$ cat src/rtl/cache_arbiter.sv
// Arbitrates the single pmem line port between the icache and dcache.
// Alternating priority on ties; responses are steered only to the granted cache.
module cache_arbiter #(
  parameter int unsigned LINE_W = 256,
  parameter int unsigned ADDR_W = 32
) (
  input  logic              clk,
  input  logic              rst,
  input  logic              i_read,
  input  logic [ADDR_W-1:0] i_address,
  output logic [LINE_W-1:0] i_rdata,
  output logic              i_resp,
  input  logic              d_read,
  input  logic              d_write,
  input  logic [ADDR_W-1:0] d_address,
  input  logic [LINE_W-1:0] d_wdata,
  output logic [LINE_W-1:0] d_rdata,
  output logic              d_resp,
  output logic              pmem_read,
  output logic              pmem_write,
  output logic [ADDR_W-1:0] pmem_address,
  output logic [LINE_W-1:0] pmem_wdata,
  input  logic [LINE_W-1:0] pmem_rdata,
  input  logic              pmem_resp
);

  typedef enum logic [1:0] {StIdle, StServeI, StServeD} state_e;

  state_e state;
  logic   last_d;
  logic   d_req;

  assign d_req = d_read | d_write;

  always_ff @(posedge clk or posedge rst) begin
    if (rst) begin
      state  <= StIdle;
      last_d <= 1'b1;
    end else begin
      unique case (state)
        StIdle: begin
          // On a tie, grant whichever cache was not served last.
          if (i_read && d_req) state <= last_d ? StServeI : StServeD;
          else if (i_read)     state <= StServeI;
          else if (d_req)      state <= StServeD;
        end
        StServeI: begin
          if (pmem_resp) begin
            state  <= StIdle;
            last_d <= 1'b0;
          end
        end
        StServeD: begin
          if (pmem_resp) begin
            state  <= StIdle;
            last_d <= 1'b1;
          end
        end
        default: state <= StIdle;
      endcase
    end
  end

  // Strobes depend only on state and requests, never on pmem_resp.
  always_comb begin
    pmem_read    = 1'b0;
    pmem_write   = 1'b0;
    pmem_address = '0;
    pmem_wdata   = '0;
    i_resp       = 1'b0;
    i_rdata      = '0;
    d_resp       = 1'b0;
    d_rdata      = '0;
    unique case (state)
      StServeI: begin
        pmem_read    = i_read;
        pmem_address = i_address;
        i_resp       = pmem_resp;
        i_rdata      = pmem_resp ? pmem_rdata : '0;
      end
      StServeD: begin
        pmem_write   = d_write;
        pmem_read    = d_read & ~d_write;
        pmem_address = d_address;
        pmem_wdata   = d_wdata;
        d_resp       = pmem_resp;
        d_rdata      = pmem_resp ? pmem_rdata : '0;
      end
      default: ;
    endcase
  end

endmodule
$ cat config.mk
export PLATFORM = sky130hd
export DESIGN_NAME = cache_arbiter
export DESIGN_NICKNAME = d
export VERILOG_FILES = /design/src/rtl/cache_arbiter.sv
export SDC_FILE = /design/constraint.sdc
export NUM_CORES = 1
export LEC_CHECK = 0
export CORE_AREA = 5 5 533 535
export CTS_CLUSTER_SIZE = 8
export DETAILED_ROUTE_END_ITERATION = 7
export DIE_AREA = 0 0 538 540
export HOLD_SLACK_MARGIN = 0.08
export PLACE_DENSITY = 0.3
export SLEW_MARGIN = 5
export SYNTH_ARGS = -nofsm -noshare
export SYNTH_HDL_FRONTEND = slang
export SYNTH_SLANG_ARGS = --single-unit
$ cat constraint.sdc
create_clock -name clk -period 3.9 [get_ports clk]
set_clock_uncertainty 0.15 [all_clocks]
set_input_delay 0.78 -clock clk [delete_from_list [all_inputs] [get_ports clk]]
set_output_delay 0.78 -clock clk [all_outputs]
set_load 0.005 [all_outputs]
==> flow_summary_export.csv <==
group,metric,value,unit
synthesis,synth.yosys.seq_area_share,1.23,%
critical_path,worst_setup_path_end_kind,"primary output",
critical_path,startpoint_type,"flop",
clock_network,cts.htree.levels,1,
sta,maxSlewViolCount,0,
clock_network,clk_transition_reported_paths,30,ps
sta,hold_slack,411,ps
synthesis,synth.net_count,1600,
cells_and_area,mostFrequentLayoutCell,"clkdlybuf4s50_1",
power_and_ir_drop,share_clk_of_total_power,1.6,%
synthesis,synth.ff_latch_count,3,
synthesis,synth.distinct_cells,23,
cells_and_area,flow.area_growth_from_synthesis,323,%
clock_network,clock_path_buffers,2,
routing,routed_wl,211,mm
sta,setup-tns-final,0,ps
grt,number_of_antenna_violations_at_the_first_check_in_global_routing,157,
run_status,status,"finished clean",
die,die_w,538,um
routing,number_of_nets_with_antenna_violations_after_detailed_routing,0,
sta,rsz0062_at_grt,"no",
grt,maximum_number_of_pins_on_one_net_before_global_route_repair,103,
clock_network,cts-root-buf,"clkbuf_16",
placement,placement.setup.worst_slack,146,ps
sta,shortest_clock_period_the_worst_path_allows_after_layout,3650,ps
routing,detail_route.wl_per_cell,34.7,um
cells_and_area,nNetsFinal,2889,
critical_path,crit_arrival,2720,ps
die,vertical_extent_of_the_die,540,um
clock_network,cts_repair_resize_count,0,
routing,via_count,14500,
clock_network,tritoncts_num_sinks,3,
critical_path,crit_required,2970,ps
die,design.die.area,291000,sq um
die,coreArea,278000,sq um
synthesis,yosysWarnings,0,
placement,placement.io_buffers,1385,
critical_path,rr_worst_depth,5,
clock_network,postCtsHoldBufs,0,
job,drv.max_cap_violation_count,0,
clock_network,tritoncts,"done",
grt,globalRouteTotalUtil,13.7,%
power_and_ir_drop,power.share.switching,51.6,%
clock_network,clock_insertion_delay_worst_skew,230,ps
hold_path,hp-class,"flop to flop",
placement,dpl.hpwl,198,mm
grt,overflow,0,
cells_and_area,most-common-layout-cells,"1164 x clkdlybuf4s50_1, 512 x and3_1, 260 x and2_1",
grt,number_of_global_route_vias_before_repair,14900,
hold_path,hold_end,"last_d",
clock_network,tritoncts.num_buffers,3,
hold_path,hp-start,"last_d",
power_and_ir_drop,leakagePower,10.3,nW
clock_network,cts_setup_buffers,0,
cells_and_area,final_layout_size_suffix_gt1_share,12.2,%
die,rows,194,
power_and_ir_drop,p_seq_share,0.7,%
power_and_ir_drop,fin_total_pwr,10.1,mW
routing,detailedRoute.firstPassIterationCount,4,
die,initial_util,2.23,%
synthesis,synthesis.area_per_instance,6.14,sq um
power_and_ir_drop,cellPowerDensity,385,nW/um^2
die,ios,1386,
power_and_ir_drop,power.ir.vdd_worst,0.315,mV
sta,final_worst_slack,254,ps
synthesis,post_synth_inst_count,1013,
critical_path,timing.critical_path.fanout_max,85,
hold_path,min_delay_path_depth,1,
placement,globalplace.congestion,0.989,
sta,final_setup_violating_endpoints,0,
routing,remaining_drc_errors,0,
sta,max_slew.worst_pin.slew,674,ps
sta,max-slew-margin-rel,55.0,%
sta,fmaxAchievable,0.274,GHz
grt,grt_first_pass_wirelength,243,mm
power_and_ir_drop,cellInternalPower,4.90,mW
critical_path,regToRegSetupSlack,2030,ps
power_and_ir_drop,combinationalPowerShare,97.7,%
routing,dr.first_iter.drc_count,703,
critical_path,rr_endpoint,"state[1]",
critical_path,crit_type,"flop to primary output",
synthesis,post_synth_instance_area,6220,sq um
sta,period_share,93.5,%
power_and_ir_drop,switching_power,5.23,mW
routing,route.detailed.vias_per_inst,2.38,
sta,final-hold-violation-count,0,
critical_path,crit-reg2reg-launch,"state[1]",
stage by stage:
stage          cells  util (%)  cell area (sq um)
2_1_floorplan   1013         -               6220
3_3_place_gp    6021      9.39              26100
3_5_place_dp    6021      9.39              26100
4_1_cts         6025      9.41              26200
5_1_grt         6035      9.42              26200
6_report        6062      9.45              26300
state kept, by name (all words and copies together) (netlist names):
name    cells
last_d      1
state       2
metal layers:
metal / vias to the layer above / global-route usage [%] / part of all wire (%) / wire length (um)
met2: 1172 / 23.5 / 47 / 98500
met5: - / 0 / 0.15 / 326
met4: 46 / 1.11 / 1.4 / 2860
li1: 6121 / - / - / -
met3: 210 / 4.25 / 8.7 / 18300
met1: 6908 / 17.4 / 43 / 90500
power groups by stage:
stage / clock, mW / combinational (mW) / sequential, mW
after CTS: 0.165 / 10.3 / 0.0713
after global routing: 0.168 / 10.5 / 0.0743
final: 0.162 / 9.89 / 0.0717
after floorplan: 0 / 2.57 / 0.0606
after global placement: 0 / 10.3 / 0.0718
after detailed placement: 0 / 10.2 / 0.0716
critical path: stages (launching register included):
cell             delay, ps
dfrtp_1                420
inv_1                  230
ha_4                   320
buf_12                 320
buf_4                  320
and2_1                 170
clkdlybuf4s50_1        570
cells by family (layout without fill, tap and decap cells):
family | Yosys count | after routing | share of synthesized area, %
AND/OR/NAND/NOR | 809 | 809 | 81.3
adder cells (fa/ha/maj) | 5 | 5 | 1.01
buffers and inverters | 156 | 1444 | 11.7
flip-flops | 3 | 3 | 1.23
other | 0 | 37 | 0
AO/OA/AOI/OAI | 40 | 40 | 4.75
layout make-up:
cell class	instances	area [sq um]
timing repair buffer	1436	15900
fill	32500	252000
tap	3724	4660
antenna	37	92.6
multi-input combinational	854	5450
sequential	3	76.3
inverter	4	15.0
clock buffer	4	78.8
how the worst max path moves through the flow:
stage	start	to	cells after the start
after floorplan	pmem_resp	i_rdata[100]	4
after global placement	d_wdata[16]	pmem_wdata[16]	3
after detailed placement	d_wdata[16]	pmem_wdata[16]	3
after CTS	d_wdata[16]	pmem_wdata[16]	3
after global routing	state[0]	pmem_wdata[140]	7
final	state[0]	pmem_wdata[211]	6
synthesized netlist by cell type:
library cell	number	area share, %
buf_4	4	0.48
dfrtp_1	2	0.80
ha_1	5	1.0
nor2_1	1	0.060
a32o_1	1	0.16
dfstp_2	1	0.42
buf_6	2	0.36
a22o_1	1	0.14
and2_1	260	26
a21oi_1	1	0.080
and3_1	512	51
buf_2	60	4.8
inv_1	4	0.24
a22oi_1	32	3.9
a21boi_0	1	0.12
o21ai_1	1	0.080
o21ai_0	2	0.16
nand2_1	3	0.18
clkbuf_1	55	3.3
nor2b_1	32	3.2
clkbuf_2	31	2.5
o2111ai_1	1	0.14
nand2b_4	1	0.22
Note: power is estimated with default switching activity, not from simulation.
==> edit (config.mk and constraints unchanged) <==
Set the parameter `ADDR_W` to 48 (it was 32).
--- a/src/rtl/cache_arbiter.sv
+++ b/src/rtl/cache_arbiter.sv
@@ -4,3 +4,3 @@
   parameter int unsigned LINE_W = 256,
-  parameter int unsigned ADDR_W = 32
+  parameter int unsigned ADDR_W = 48
 ) (
Interface: changed (resized d_address, i_address and pmem_address); port bits go from 1386 to 1434. No check against the original RTL was run, so the function may have changed too.
==> edit against the original RTL <==
  * Area after synthesis rose by 4.2%
  * Count of clock-buffer cells in the layout did not move
  * Cell area up 2.7%
  * Utilization rose by 0.25 points
  * Wire length increased by 10%
  * Power up 7.4%
  * Register-to-register slack lost 0.12 ns
  * Worst setup slack better by 0.082 ns
  * Sequential cell count is the same
  * Largest cell class unchanged
==> edit: results (changes against the original RTL) <==
* Area delta synth->final at 316%
* Avg Inst Size Synth at 6.17 sq um (+0.47%)
* Fin area at 27000 sq um (+2.7%)
* Status: completed
* Hold WS at 0.420 ns (+0.00923 ns)
* Initial DRC Count at 785 (+12%)
* Worst vdd ir at 0.000239 V (-24%)
* Comb_multi_in at 886 (+3.7%)
* HPWL after DPL at 218000 microns (+9.9%)
* Nets at 3006 (+4.0%)
* Drt first pass iters at 5 (+1)
* Layout clock area frac at 0.292% (-0.0077 points)
* Pin count of the biggest net entering global routing at 113 (+9.7%)
* Vias post-DR at 15100 (+4.7%)
* Seq area share at 0.283% (-0.0075 points)
* Initial antenna violation count at 188 (+20%)
* Non-clock buffer count at 1489 (+3.7%)
* CP arrival at 2.63 ns (-0.09 ns)
* GRT Util Overall at 15.1% (+1.4 points)
* Reg2Reg Setup Slack at 1.91 ns (-0.12 ns)
* Fraction of layout cells with a size suffix above 1 at 14.7% (+2.5 points)
* Port Buf Inserts at 1433 (+3.5%)
* Sequential cells at 3 (unchanged)
* Min Tclk post-route at 3.56 ns (-0.0821 ns)
* Net Count, Synth at 1670 (+4.4%)
* First-pass GRT wire length at 266000 microns (+9.3%)
* Post-CTS Resized at 1 (+1)
* Placed insts at 6106 (+1.4%)
* LEAKAGE at 10.7 nW (+3.8%)
* Antenna diode count at 48 (+30%)
* Critical Path Fanout Max at 88 (+3.5%)
* Register area share after synthesis at 1.18% (-0.050 points)
* Crit path capture: pmem_wdata[114]
* Fin cells at 6158 (+1.6%)
==> edit: kinds of logic (layout without fill, tap and decap cells) <==
group | Yosys count | after routing | share of synthesized area, %
other | 0 | 48 | 0
buffers and inverters | 162 | 1497 | 12.0
AO/OA/AOI/OAI | 56 | 56 | 6.40
adder cells (fa/ha/maj) | 5 | 5 | 0.965
flip-flops | 3 | 3 | 1.18
AND/OR/NAND/NOR | 825 | 825 | 79.4
==> edit: metal layers <==
metal	vias up	global-route usage, %	routed length, microns
met3	274	5.62	22700
met5	-	0	322
li1	6361	-	-
met2	1208	26.2	111000
met4	46	3.14	6360
met1	7242	17.6	91700
==> edit: critical path, stage by stage (launching register included) <==
cell and delay [ns]:
dfrtp_1 0.42, inv_1 0.23, ha_4 0.38, buf_12 0.31
and2_1 0.18, clkdlybuf4s50_1 0.76
==> edit: report_power, final <==
group | internal (mW) | switching, mW
registers | 0.0502 | 0.0216
clock network | 0.135 | 0.0279
logic | 4.99 | 5.66
